**src/rtl/proc_pkg.sv**
```systemverilog
// Shared processor types: control-bit bundle, opcodes and the ID/EX register payload.
package proc_pkg;

    // Field order matches the control unit's 9-bit output, reg_dst in the MSB.
    typedef struct packed {
        logic reg_dst;
        logic branch;
        logic mem_read;
        logic mem_to_reg;
        logic mem_write;
        logic alu_src;
        logic reg_write;
        logic jump;
        logic word;
    } ctrl_t;

    localparam logic [4:0] REG_ZERO = 5'd0;

    localparam logic [5:0] OP_ADD  = 6'h00;
    localparam logic [5:0] OP_SUB  = 6'h01;
    localparam logic [5:0] OP_MUL  = 6'h02;
    localparam logic [5:0] OP_LDB  = 6'h10;
    localparam logic [5:0] OP_LDW  = 6'h11;
    localparam logic [5:0] OP_STB  = 6'h12;
    localparam logic [5:0] OP_STW  = 6'h13;
    localparam logic [5:0] OP_BEQ  = 6'h30;
    localparam logic [5:0] OP_JUMP = 6'h31;

    typedef struct packed {
        logic        valid;
        ctrl_t       ctrl;
        logic [5:0]  opcode;
        logic [31:0] pc4;
        logic [31:0] rs_data;
        logic [31:0] rt_data;
        logic [31:0] imm;
        logic [4:0]  rs;
        logic [4:0]  rt;
        logic [4:0]  rd;
    } ex_bundle_t;

    function automatic logic uses_rs(input logic jump);
        return ~jump;
    endfunction

    // Stores read rt as write data even though the ALU takes the immediate.
    function automatic logic uses_rt(input logic jump, input logic alu_src,
                                     input logic mem_write);
        return (~alu_src | mem_write) & ~jump;
    endfunction

endpackage

```
**src/rtl/hazard_detect.sv**
```systemverilog
// Combinational load-use hazard check between the execute-slot load and the decoding instruction.
module hazard_detect
    import proc_pkg::*;
(
    input  logic       ex_valid_i,
    input  logic       ex_mem_read_i,
    input  logic [4:0] ex_rt_i,
    input  logic       id_valid_i,
    input  logic       id_jump_i,
    input  logic       id_alu_src_i,
    input  logic       id_mem_write_i,
    input  logic [4:0] id_rs_i,
    input  logic [4:0] id_rt_i,
    output logic       hz_o
);

    logic rs_hit;
    logic rt_hit;
    logic load_in_ex;

    always_comb begin
        load_in_ex = ex_valid_i & ex_mem_read_i & id_valid_i;
        rs_hit = uses_rs(id_jump_i) & (id_rs_i == ex_rt_i) & (id_rs_i != REG_ZERO);
        rt_hit = uses_rt(id_jump_i, id_alu_src_i, id_mem_write_i)
               & (id_rt_i == ex_rt_i) & (id_rt_i != REG_ZERO);
        hz_o   = load_in_ex & (rs_hit | rt_hit);
    end

endmodule

```
**src/rtl/id_ex_stage.sv**
```systemverilog
// Decode-to-execute pipeline register with load-use bubble insertion, flush squash and
// saturating stall/flush event counters.
module id_ex_stage
    import proc_pkg::*;
#(
    parameter int unsigned CNT_W = 16
) (
    input  logic             clk,
    input  logic             rst_n,
    input  logic             id_valid,
    input  logic [8:0]       id_ctrl,
    input  logic [5:0]       id_opcode,
    input  logic [31:0]      id_pc4,
    input  logic [31:0]      id_rs_data,
    input  logic [31:0]      id_rt_data,
    input  logic [31:0]      id_imm,
    input  logic [4:0]       id_rs,
    input  logic [4:0]       id_rt,
    input  logic [4:0]       id_rd,
    input  logic             ex_flush,
    output logic             ex_valid,
    output logic [8:0]       ex_ctrl,
    output logic [5:0]       ex_opcode,
    output logic [31:0]      ex_pc4,
    output logic [31:0]      ex_rs_data,
    output logic [31:0]      ex_rt_data,
    output logic [31:0]      ex_imm,
    output logic [4:0]       ex_rs,
    output logic [4:0]       ex_rt,
    output logic [4:0]       ex_rd,
    output logic             stall,
    output logic [CNT_W-1:0] stall_cnt,
    output logic [CNT_W-1:0] flush_cnt
);

    ex_bundle_t       ex_q, ex_d;
    logic [CNT_W-1:0] stall_cnt_q, stall_cnt_d;
    logic [CNT_W-1:0] flush_cnt_q, flush_cnt_d;
    ctrl_t            id_ctrl_s;
    logic             hz;

    function automatic logic [CNT_W-1:0] sat_inc(input logic [CNT_W-1:0] v);
        return (v == {CNT_W{1'b1}}) ? v : v + {{(CNT_W-1){1'b0}}, 1'b1};
    endfunction

    assign id_ctrl_s = ctrl_t'(id_ctrl);

    hazard_detect u_hazard_detect (
        .ex_valid_i     (ex_q.valid),
        .ex_mem_read_i  (ex_q.ctrl.mem_read),
        .ex_rt_i        (ex_q.rt),
        .id_valid_i     (id_valid),
        .id_jump_i      (id_ctrl_s.jump),
        .id_alu_src_i   (id_ctrl_s.alu_src),
        .id_mem_write_i (id_ctrl_s.mem_write),
        .id_rs_i        (id_rs),
        .id_rt_i        (id_rt),
        .hz_o           (hz)
    );

    // A flush squashes the consumer anyway, so the stall it would have caused is dropped.
    assign stall = hz & ~ex_flush;

    always_comb begin
        ex_d        = '0;
        stall_cnt_d = stall_cnt_q;
        flush_cnt_d = flush_cnt_q;
        if (ex_flush) begin
            flush_cnt_d = sat_inc(flush_cnt_q);
        end else if (hz) begin
            stall_cnt_d = sat_inc(stall_cnt_q);
        end else begin
            ex_d.valid   = id_valid;
            ex_d.ctrl    = id_valid ? id_ctrl_s : '0;
            ex_d.opcode  = id_opcode;
            ex_d.pc4     = id_pc4;
            ex_d.rs_data = id_rs_data;
            ex_d.rt_data = id_rt_data;
            ex_d.imm     = id_imm;
            ex_d.rs      = id_rs;
            ex_d.rt      = id_rt;
            ex_d.rd      = id_rd;
        end
    end

    always_ff @(posedge clk or negedge rst_n) begin
        if (!rst_n) begin
            ex_q        <= '0;
            stall_cnt_q <= '0;
            flush_cnt_q <= '0;
        end else begin
            ex_q        <= ex_d;
            stall_cnt_q <= stall_cnt_d;
            flush_cnt_q <= flush_cnt_d;
        end
    end

    assign ex_valid   = ex_q.valid;
    assign ex_ctrl    = ex_q.ctrl;
    assign ex_opcode  = ex_q.opcode;
    assign ex_pc4     = ex_q.pc4;
    assign ex_rs_data = ex_q.rs_data;
    assign ex_rt_data = ex_q.rt_data;
    assign ex_imm     = ex_q.imm;
    assign ex_rs      = ex_q.rs;
    assign ex_rt      = ex_q.rt;
    assign ex_rd      = ex_q.rd;
    assign stall_cnt  = stall_cnt_q;
    assign flush_cnt  = flush_cnt_q;

endmodule

```
**config.mk**
```make
export PLATFORM = sky130hd
export DESIGN_NAME = id_ex_stage
export DESIGN_NICKNAME = d
export VERILOG_FILES = /design/src/rtl/proc_pkg.sv /design/src/rtl/hazard_detect.sv /design/src/rtl/id_ex_stage.sv
export SDC_FILE = /design/constraint.sdc
export NUM_CORES = 1
export LEC_CHECK = 0
export CAP_MARGIN = 10
export CORE_AREA = 2 2 138 140
export CTS_CLUSTER_DIAMETER = 30
export CTS_CLUSTER_SIZE = 24
export DETAILED_ROUTE_END_ITERATION = 6
export DIE_AREA = 0 0 140 142
export PLACE_DENSITY = 0.8
export SKIP_CTS_REPAIR_TIMING = 1
export SLEW_MARGIN = 20
export SYNTH_ARGS = -nofsm -noshare
export SYNTH_HDL_FRONTEND = slang
export SYNTH_SLANG_ARGS = --single-unit
```
**constraint.sdc**
```tcl
create_clock -name clk -period 2.4 [get_ports clk]
set_input_delay 0.48 -clock clk [delete_from_list [all_inputs] [get_ports clk]]
set_output_delay 0.48 -clock clk [all_outputs]
set_load 0.05 [all_outputs]
```
======== Word level (Yosys, flattened, before mapping) ========
Cells that the tools add are included.
storage, ports and cells
  flip-flop bits (word level) ............. 191
  input bits .............................. 162
  output and inout bits ................... 192
operators by class
  add/sub/neg operators ................... 2
  equal/unequal tests ..................... 4
  multiplexer cells ....................... 3
  bitwise logic cells ..................... 16
  reduce and logical (&&, ||, !) cells .... 4
operator list
  operator               count
  $mux 159               2
  $add 16x1->16 const B  2
  $eq 16x16->1 const B   2
  $eq 5x5->1             2
  $reduce_bool 5->1      2
  $and 1x1->1            9
  $mux 9                 1
  $not 1->1              5
  $reduce_and 3->1       1
  $or 1x1->1             2
  $reduce_and 2->1       1

======== Depth between registers and ports, before layout ========
Gate-level depths: netlist of run 1.
  depth after elaboration ................. 9
  gate-level depth with buffers ........... 8
  depth with buffers taken out ............ 6

======== By module ========
A second synthesis of run 1 with hierarchy kept.
unflattened totals
  cell total of the unflattened synthesis .. 505
  area, all modules ....................... 6765.2 um^2
by module, submodules not included
  module         times used  cells an instance  area an instance (um^2)
  id_ex_stage    1           483                6602.6
  hazard_detect  1           22                 162.7

======== Worst setup path before layout of run 1 ========
OpenSTA, ideal clock, no wires.
  kind .................................... register to register
  from .................................... register ex_q, in the netlist ex_rt[2]
  to ...................................... register stall_cnt_q[14] (netlist: stall_cnt[14])
  setup time .............................. 0.141 ns
  data arrival time ....................... 2.468 ns
  required time ........................... 2.259 ns
  setup slack ............................. -0.209 ns
  cell stages (with the launch flop) ...... 7
  clock period less this slack ............ 2.609 ns
  cell sequence ........................... dfrtp_1 xor2_1 nor4_2 nand4_2 a21oi_1 nand4_1 xnor2_1
between the ends
  longest elaborated chain between the ends .. 6
ends and longest elaborated chain
  element                                             line                                      RTL
  start, declared                                     id_ex_stage.sv:36                         ex_bundle_t ex_q, ex_d;
  start signal, assigned                              id_ex_stage.sv:88                         ex_q <= '0;
  start signal, assigned                              id_ex_stage.sv:92                         ex_q <= ex_d;
  $eq 5x5->1, on equally long branches                hazard_detect.sv:23, hazard_detect.sv:25
  $and 1x1->1, on equally long branches (2 in a row)  hazard_detect.sv:23, hazard_detect.sv:25
  $or 1x1->1 (*)                                      hazard_detect.sv:26                       hz_o = load_in_ex & (rs_hit | rt_hit);
  $and 1x1->1 (*)                                     hazard_detect.sv:26
  $reduce_and 3->1 (no source line) (*)               --
  end signal, assigned                                id_ex_stage.sv:93                         stall_cnt_q <= stall_cnt_d;
  end, declared                                       id_ex_stage.sv:37                         logic [CNT_W-1:0] stall_cnt_q, stall_cnt_d;
Every way passes the cells marked *; elsewhere a longest branch is shown, timed or not.
A chain may end at the register's enable or synchronous reset.

======== Final worst setup path of run 1 ========
  from .................................... input port id_rt[0]
  to ...................................... output port stall
between the ends
  longest elaborated chain between the ends .. 6
ends and longest elaborated chain
  element          line                 RTL
  start, declared  id_ex_stage.sv:18    input logic [4:0] id_rt,
  $eq 5x5->1       hazard_detect.sv:25  & (id_rt_i == ex_rt_i) & (id_rt_i != REG_ZERO);
  $and 1x1->1      hazard_detect.sv:25
  $and 1x1->1 (*)  hazard_detect.sv:25
  $or 1x1->1 (*)   hazard_detect.sv:26
  $and 1x1->1 (*)  hazard_detect.sv:26
  $and 1x1->1 (*)  id_ex_stage.sv:62    assign stall = hz & ~ex_flush;
  end, declared    id_ex_stage.sv:31    output logic stall,
Marked as above.

==> results by group, run 1 <==
Die
  • Cell Rows: 50
  • Width of the die: 140 um
  • Effective utilization at floorplan: 36.8%
  • # IOs: 354
  • Die area: approximately 20000 um2
  • Overall die height: 142 um
  • Floorplan Core Area: 18500 um2

Route
  • First-pass iteration count of the detailed router: 7
  • Mean number of vias per cell: 4.38
  • DRT iter0 DRCs: 219
  • Vias: 4866
  • Total length of routed wires: 19000 um
  • Count of antenna-violating nets left after detailed routing: 0
  • Met1 wire length: 7120 um
  • Routed length on met2: 10100 um
  • Sum of met3 wire segment lengths after detailed routing: 1370 um
  • Average wire length per cell after detail routing: around 17 um
  • Highest signal layer in the routed design: met4
  • DR DRC count: 50

Logic synthesis
  • Proportion of synthesized chip area in sequential cells: 70.4%
  • Synth top area cells: dfrtp_1 (70%), and2_1 (15%), xnor2_1 (3.4%)
  • Number of different library cells in the post-synthesis netlist: 32
  • Adder-Cell Fraction of Synth Area: 0.369%
  • Net count after synthesis: between 600 and 700
  • Share of Yosys cell area claimed by the top area cell type: between 70% and 80%
  • Avg Inst Size Synth: around 14 um2
  • Count of flip-flops with a built-in enable after synthesis: 0
  • Largest family of logic cells by synthesized area: simple AND/OR/NAND/NOR gates
  • Async set-reset flop share out of synthesis: between 90% and 100%
  • Share of the synthesized area in compound gates (AO/OA/AOI/OAI): 1.18%
  • Cell taking the most area after synthesis: dfrtp_1
  • Number of synthesis warnings: 0
  • Post-synthesis share of cell area spent on and, or, nand and nor gates: 20.2%
  • Portion of netlist area occupied by mux cells: 0.498%
  • Most used flip-flop cell after synthesis: dfrtp_1
  • Cell count after synthesis: 487
  • Synthesis-stage register bit count: 191
  • Syn Std Cell Area: 6790 um2
  • Fraction of synthesized cell area in xor and xnor cells: 4.77%

Worst setup path
  • Crit. End Element: output pin
  • Cell family contributing the most delay on the critical path: buffers and inverters
  • Startpoint kind of the worst setup timing path: primary input
  • Slowest Stage Delay on Critical Path: 0.46 ns
  • Cell breakdown of the critical path: clkdlybuf4s50_1 -> nor4_2 -> nor3_1 -> o2111ai_2 -> a21oi_4 -> buf_12
  • Crit-path max FO: 3
  • Worst path buffer plus inverter count: 2
  • Arrival time of the worst setup path: 1.93 ns
  • Required time of the worst setup path: 1.92 ns
  • Critical-path cell with the highest stage delay: clkdlybuf4s50_1
  • Startpoint-to-endpoint class of the critical path: in -> out

STA
  • Setup repair after global routing missed its margin: yes
  • Final number of hold-violating endpoints: 0
  • Tightest slew margin relative to the limit: 59.5%
  • Post-route clock period utilization: 100%
  • Fmax: 0.415 GHz
  • Min Tclk post-route: 2.41 ns
  • PnR worst setup slack: -0.00718 ns
  • Fin Hold WS: 0.0242 ns
  • Maximum clock skew at final layout: 0.0189 ns
  • Total setup violations reported at the end of the flow: 1
  • Transition at the pin with the smallest max-transition slack: slightly above 0.6 ns
  • Count of pins over their slew limit: 0

Global routing
  • Number of global-route vias before repair: 4920
  • Initial antenna violation count: 1
  • Total grt overflow: 0
  • All-layer global routing usage: about a fifth
  • Wire length of the first global-routing pass: around 28000 um
  • Maximum number of pins on one net before global-route repair: 60

Power and ir drop
  • Leakage power summed over all cells: 4.97 nW
  • Total power density per cell area: 707 nW/um2
  • Worst IR drop on VDD: around 0.87 mV
  • Overall power of the completed layout: 7.99 mW

Cells and area
  • Commonest cells after routing, fill and taps aside: clkdlybuf4s50_1 (350), dfrtp_1 (191), and2_1 (161)
  • Layout overhead on the synthesized area: 66.6%
  • Fraction of final layout cells sized beyond drive strength 1: between 7 and 8%
  • Layout Utilization: about 61%
  • Most frequent standard cell in the layout excluding fill and tap cells: clkdlybuf4s50_1
  • Nets: 1027

Status
  • Outcome: finished with violations
  • Violated checks: design-rule violations, negative setup slack

Clocking
  • TritonCTS clock tree: built
  • Number of clock buffers inserted by TritonCTS: 17
  • Sinks on Clock Net: 191
  • Clock latency on the worst-skew pair: 0.43 ns
  • Clock Root Buffer: clkbuf_16
  • Count of H-tree levels built during CTS: 4
  • Clock slew at reported path FFs: approximately 0.080 ns
  • Maximum clock insertion buffer count: 2

Worst hold path
  • Worst hold path class: in -> async

Placement
  • Detailed placer's ending HPWL: 14700 um
  • Final weighted congestion in routability-driven placement: a little over 0.8
  • Port Buffer Count: 353

Run
  • Count of max-cap constraint violations: 0
==> logic make-up after synthesis <==
logic type | Yosys count
simple gates | 226
flops | 191
xor+xnor | 37
buf+inv | 21
compound gates | 7
mux | 3
fa+ha+maj | 2
==> cell type report <==
| class | instances | area (um2) |
|---|---|---|
| Inverter | 3 | 11.3 |
| Clock buffer | 18 | 429 |
| Sequential cell | 191 | 4780 |
| Fill cell | 1433 | 7140 |
| Antenna cell | 1 | 2.50 |
| Tap cell | 234 | 293 |
| Clock inverter | 14 | 148 |
| Multi-Input combinational cell | 275 | 1860 |
| Timing Repair Buffer | 375 | 3790 |
==> metrics by stage <==
stage                     cell area, um2  setup TNS (ns)  setup slack (ns)  std cells
after detailed placement           10700          -24.40            -0.216       1074
final                              11300        -0.00718          -0.00718       1111
after CTS                          11300          -0.127            -0.127       1106
after global routing               11300          -0.124            -0.124       1110
after floorplan                     6790               0            0.0988        487
after global placement             10700          -19.64            -0.148       1074
==> Yosys cell counts, types with 2 or more instances <==
| master | number |
|---|---|
| ha_1 | 2 |
| xor2_1 | 11 |
| nand4_1 | 7 |
| a21oi_1 | 2 |
| and2_1 | 161 |
| dfrtp_1 | 191 |
| and4_1 | 6 |
| xnor2_1 | 26 |
| clkbuf_1 | 3 |
| and3_1 | 5 |
| buf_4 | 3 |
| inv_1 | 3 |
| nor4_1 | 2 |
| nand2_1 | 14 |
| buf_6 | 11 |
| nand3_1 | 14 |
| nor3_1 | 3 |
| nor2_1 | 7 |
| mux2_2 | 3 |
==> sequential cells by signal, summed over array words and instances (netlist names) <==
| name | flops |
|---|---|
| ex_rd | 5 |
| ex_rt | 5 |
| ex_pc4 | 32 |
| ex_rs | 5 |
| ex_valid | 1 |
| flush_cnt | 16 |
| ex_imm | 32 |
| ex_opcode | 6 |
| ex_rs_data | 32 |
| stall_cnt | 16 |
| ex_rt_data | 32 |
| ex_ctrl | 9 |
==> per-layer routing <==
| metal | vias up | GRT usage (%) |
|---|---|---|
| met1 | 2350 | 21.6 |
| met2 | 183 | 34.0 |
| met4 | 0 | 7.92 |
| met3 | 32 | 5.32 |
| li1 | 2301 | - |
| met5 | - | 0 |
==> final timing paths <==
| check | startpoint | endpoint | slack, ns | cells after the start |
|---|---|---|---|---|
| min in group clk | id_rs[1] | ex_rs[1] | 0.36 | 2 |
| min reg2reg | stall_cnt[6] | stall_cnt[6] | 0.49 | 1 |
| min | rst_n | ex_pc4[28] | 0.02 | 1 |
| max in group asynchronous | rst_n | ex_ctrl[4] | 1.72 | 2 |
| max reg2reg | ex_rt[1] | stall_cnt[1] | 0.24 | 7 |
| max | id_rt[0] | stall | -0.007 | 6 |
==> where the power goes <==
part	switching [mW]	total [mW]	internal, mW	leakage, nW
clock network	1.36	2.75	1.39	0.276
logic	1.02	1.73	0.704	2.20
registers	0.115	3.52	3.41	2.49
total	2.49	7.99	5.50	4.97
Power figures use the tool's default switching activity.
==> run 2, diff against run 1 <==
clock period = 2.75 ns   (was 2.4 ns; I/O delays follow)
==> results by group, run 2 (synthesis results as in run 1) <==
Worst setup path
  • Cell breakdown of the critical path: clkdlybuf4s50_1 -> xor2_1 -> nor4_2 -> nand4_2 -> a21oi_4 -> buf_12
  • Slowest Stage Delay on Critical Path: 0.46 ns
  • Required time of the worst setup path: approximately 2.2 ns
  • Arrival time of the worst setup path: 2.06 ns
  • Crit. End Element: output pin
  • Critical-path cell with the highest stage delay: clkdlybuf4s50_1
  • Startpoint-to-endpoint class of the critical path: in -> out
  • Startpoint kind of the worst setup timing path: primary input
  • Crit-path max FO: 3

Cells and area
  • Layout overhead on the synthesized area: 65.2%
  • Layout Utilization: approximately 61%
  • Filler cell count in the final layout: around 1500
  • Most frequent standard cell in the layout excluding fill and tap cells: clkdlybuf4s50_1
  • Fraction of final layout cells sized beyond drive strength 1: 6.37%
  • Nets: 1015
  • Commonest cells after routing, fill and taps aside: clkdlybuf4s50_1 (351), dfrtp_1 (191), and2_1 (161)

Route
  • Highest signal layer in the routed design: met4
  • Total length of routed wires: about 19000 um
  • Average wire length per cell after detail routing: ~17 um
  • Routed length on met2: 10300 um
  • Sum of met3 wire segment lengths after detailed routing: roughly 1500 um
  • First-pass iteration count of the detailed router: 7
  • Count of antenna-violating nets left after detailed routing: 0
  • Mean number of vias per cell: between 4 and 5
  • Met1 wire length: 6870 um
  • DRT iter0 DRCs: 244
  • Vias: between 4000 and 5000
  • DR DRC count: 25

Placement
  • Detailed placer's ending HPWL: ~15000 um
  • Port Buffer Count: roughly 350
  • Final weighted congestion in routability-driven placement: 0.799

STA
  • Transition at the pin with the smallest max-transition slack: 0.604 ns
  • Setup repair after global routing missed its margin: no
  • Total setup violations reported at the end of the flow: 0
  • Fin Hold WS: 0.116 ns
  • Total negative setup slack: 0 ns
  • Tightest slew margin relative to the limit: 59.6%
  • Count of pins over their slew limit: 0
  • Min Tclk post-route: 2.61 ns
  • Fmax: 0.383 GHz
  • Final number of hold-violating endpoints: 0
  • Maximum clock skew at final layout: 0.0100 ns
  • Post-route clock period utilization: between 90 and 100%

Global routing
  • All-layer global routing usage: between 10% and 20%
  • Maximum number of pins on one net before global-route repair: just under 100
  • Initial antenna violation count: 2
  • Total grt overflow: 0
  • Wire length of the first global-routing pass: 28800 um
  • Number of global-route vias before repair: 4950

Die
  • Overall die height: 142 um
  • Die area: 19900 um2
  • Effective utilization at floorplan: a little under two fifths
  • Cell Rows: 50
  • Floorplan Core Area: 18500 um2
  • Width of the die: 140 um
  • # IOs: 354

Clocking
  • Clock latency on the worst-skew pair: 0.42 ns
  • Clock slew at reported path FFs: 0.07 ns
  • Count of H-tree levels built during CTS: 4
  • Maximum clock insertion buffer count: 2
  • Number of clock buffers inserted by TritonCTS: 17
  • Sinks on Clock Net: between 150 and 200
  • TritonCTS clock tree: built
  • Clock Root Buffer: clkbuf_16

Status
  • Outcome: finished with violations
  • Violated checks: design-rule violations

Power and ir drop
  • Overall power of the completed layout: between 7 and 8 mW
  • Leakage power summed over all cells: about 4.9 nW
  • Total power density per cell area: 628 nW/um2
  • Worst IR drop on VDD: just under 0.5 mV

Worst hold path
  • Worst hold path class: in -> async

Run
  • Count of max-cap constraint violations: 0
==> run 2: cell type report <==
cell class	count	area (um2)	area share (%)
diodes	1	2.50	0.0223
clock buffers	17	425	3.79
clock inverters	15	175	1.56
inverters	3	11.3	0.100
multi-input cells	275	1850	16.5
flip-flops and latches	191	4780	42.6
well taps	234	293	2.61
repair buffers	363	3680	32.8
==> run 2: final timing paths <==
check	start	end	slack, ns	cells after the start
max	id_rs[2]	stall	0.14	6
min	rst_n	ex_opcode[3]	0.12	1
max reg2reg	ex_rt[2]	stall_cnt[1]	0.67	6
min reg2reg	stall_cnt[6]	stall_cnt[6]	0.49	1
max in group asynchronous	rst_n	ex_pc4[26]	1.94	2
min in group clk	stall_cnt[6]	stall_cnt[6]	0.49	1
==> run 2: layer usage <==
layer  vias to the layer above  GRT usage (%)
met2                       186           34.9
met3                        24           6.02
met4                         0           6.54
li1                       2271              -
met5                         -              0
met1                      2315           21.4
==> run 2: critical path: cells and delay by family <==
kind,cells,cell delay (ns)
AOI/OAI and AO/OA,1,0.22
xor gates and xnor gates,1,0.17
buffers and inverters,2,0.61
and+or+nand+nor,2,0.49
==> run 2: power breakdown <==
part / leakage (nW) / internal [mW] / switching [mW]
Combinational: 2.13 / 0.608 / 0.901
Clock: 0.285 / 1.30 / 1.17
Sequential: 2.49 / 2.97 / 0.0981
Total: 4.91 / 4.88 / 2.16
==> run 2: metrics by stage <==
stage          cells  instance area, um2  setup WS [ns]
2_1_floorplan    487                6790          0.117
6_report        1099               11200          0.138
4_1_cts         1098               11200         0.0350
5_1_grt         1099               11200        0.00381
3_5_place_dp    1066               10600         0.0302
3_3_place_gp    1066               10600         0.0529
==> run 3, diff against run 2 <==
REMOVE_ABC_BUFFERS = 1   (was default)
==> results by group, run 3 (synthesis results as in run 1) <==
Cells and area
  • Area taken by flip-flops and latches: between 4000 and 5000 um2
  • Fraction of final layout cells sized beyond drive strength 1: between 7 and 8%
  • Layout Utilization: 61.2%
  • Footprint of the multi-input gates: 1850 um2
  • Filler cell count in the final layout: ~1400
  • Commonest cells after routing, fill and taps aside: clkdlybuf4s50_1 (350), dfrtp_1 (191), and2_1 (161)
  • Antenna cell count: 0
  • Most frequent standard cell in the layout excluding fill and tap cells: clkdlybuf4s50_1
  • Layout overhead on the synthesized area: 66.4%
  • Post-Layout Cell Count: 1106
  • Nets: 1023
  • Design area: between 10000 and 15000 um2

Power and ir drop
  • Leakage power summed over all cells: 4.96 nW
  • Sequential fraction of design power: 44.0%
  • Fraction of power spent switching nets: about 31%
  • Fraction of power consumed by combinational cells: 21.8%
  • Sw Pwr: roughly 2.1 mW
  • P_int: 4.84 mW
  • Total power density per cell area: 618 nW/um2
  • Part of the power in the clock network: about a third
  • Worst IR drop on VDD: around 0.49 mV

Worst setup path
  • Crit. End Element: output pin
  • Required time of the worst setup path: 2.20 ns
  • Crit-path max FO: 3
  • Startpoint-to-endpoint class of the critical path: in -> out
  • Startpoint kind of the worst setup timing path: primary input
  • Arrival time of the worst setup path: 2.07 ns

STA
  • Total setup violations reported at the end of the flow: 0
  • Min Tclk post-route: between 2 and 3 ns
  • Setup repair after global routing missed its margin: no
  • Maximum clock skew at final layout: 0.0102 ns
  • Transition at the pin with the smallest max-transition slack: ~0.6 ns
  • Count of pins over their slew limit: 0
  • Final number of hold-violating endpoints: 0
  • Fmax: 0.382 GHz
  • Tightest slew margin relative to the limit: about 60%
  • Post-route clock period utilization: 95.1%

Clocking
  • Count of H-tree levels built during CTS: 4
  • Clock slew at reported path FFs: 0.07 ns
  • Sinks on Clock Net: 191
  • Maximum clock insertion buffer count: 2
  • Number of clock buffers inserted by TritonCTS: 17
  • Clock latency on the worst-skew pair: 0.43 ns
  • Clock Root Buffer: clkbuf_16
  • TritonCTS clock tree: built

Route
  • Count of antenna-violating nets left after detailed routing: 0
  • Vias: 4919
  • First-pass iteration count of the detailed router: 7
  • Mean number of vias per cell: between 4 and 5
  • Average wire length per cell after detail routing: 16.7 um
  • DR DRC count: 23
  • DRT iter0 DRCs: 188
  • Total length of routed wires: roughly 18000 um

Global routing
  • Met2 Use GR: 33.0%
  • All-layer global routing usage: 19.0%
  • Grt met3 use: under 10%
  • Maximum number of pins on one net before global-route repair: between 60 and 70
  • Number of global-route vias before repair: 5115
  • Initial antenna violation count: 0
  • Routing usage on met1: 20.8%
  • Total grt overflow: 0
  • GRT Max-Usage Layer: met2
  • Wire length of the first global-routing pass: 28300 um

Status
  • Violated checks: design-rule violations
  • Outcome: finished with violations

Die
  • Die area: 19900 um2
  • Cell Rows: 50
  • Overall die height: 142 um
  • # IOs: 354
  • Width of the die: 140 um
  • Effective utilization at floorplan: 36.8%
  • Floorplan Core Area: 18500 um2

Placement
  • Final weighted congestion in routability-driven placement: between 0.8 and 0.9
  • Post-DP Area: 10700 um2
  • Port Buffer Count: between 300 and 400
  • Detailed placer's ending HPWL: 14200 um
  • Cell total after placement: approximately 1100

Run
  • Count of max-cap constraint violations: 0

Worst hold path
  • Worst hold path class: in -> async
## run 3: power by group through the flow
stage          registers [mW]  logic, mW  clock network [mW]
5_1_grt                  3.09       1.59                2.59
3_5_place_dp             3.13       1.53                   0
2_1_floorplan            3.72      0.191                   0
6_report                 3.07       1.52                2.39
3_3_place_gp             3.12       1.52                   0
4_1_cts                  3.08       1.54                2.47
## run 3: final timing paths
kind                               from              to  slack, ns  cells after the start
setup / recovery               id_rt[0]           stall       0.13                      7
hold / removal                    rst_n        ex_rt[0]       0.12                      1
setup reg to reg               ex_rt[0]   stall_cnt[10]       0.60                      8
hold reg to reg            stall_cnt[6]    stall_cnt[6]       0.49                      1
max in group asynchronous         rst_n  ex_rt_data[23]       1.90                      2
min in group clk               id_rs[1]        ex_rs[1]       0.47                      2
## run 3: through the flow
step / worst slack [ns] / total power [mW] / hold WS, ns / TNS (ns)
6_report: 0.134 / 6.98 / 0.124 / 0
2_1_floorplan: -0.0771 / 3.91 / 0.254 / -11.48
4_1_cts: 0.0475 / 7.08 / 0.130 / 0
5_1_grt: 0.0257 / 7.28 / 0.146 / 0
3_5_place_dp: 0.0593 / 4.66 / 0.489 / 0
3_3_place_gp: 0.0754 / 4.64 / 0.475 / 0
## run 3: per-layer routing
layer / part of all wire (%) / up-vias
met3: 11 / 31
met4: 2.5 / 0
met5: 0 / -
met1: 35 / 2377
met2: 52 / 222
li1: - / 2289
## run 3: area by class of cell
| type | instances | area share [%] |
|---|---|---|
| sequential | 191 | 42.3 |
| timing repair buffer | 371 | 33.5 |
| multi-input combinational | 275 | 16.3 |
| clock buffer | 19 | 4.01 |
| tap | 234 | 2.59 |
| clock inverter | 13 | 1.14 |
| inverter | 3 | 0.0997 |
## run 3: worst max-delay path: stages
cell and delay [ns]:
clkdlybuf4s50_1 0.46, nor4_1 0.29, nor3_1 0.09, o2111ai_2 0.28
a21oi_2 0.09, buf_4 0.15, buf_12 0.14
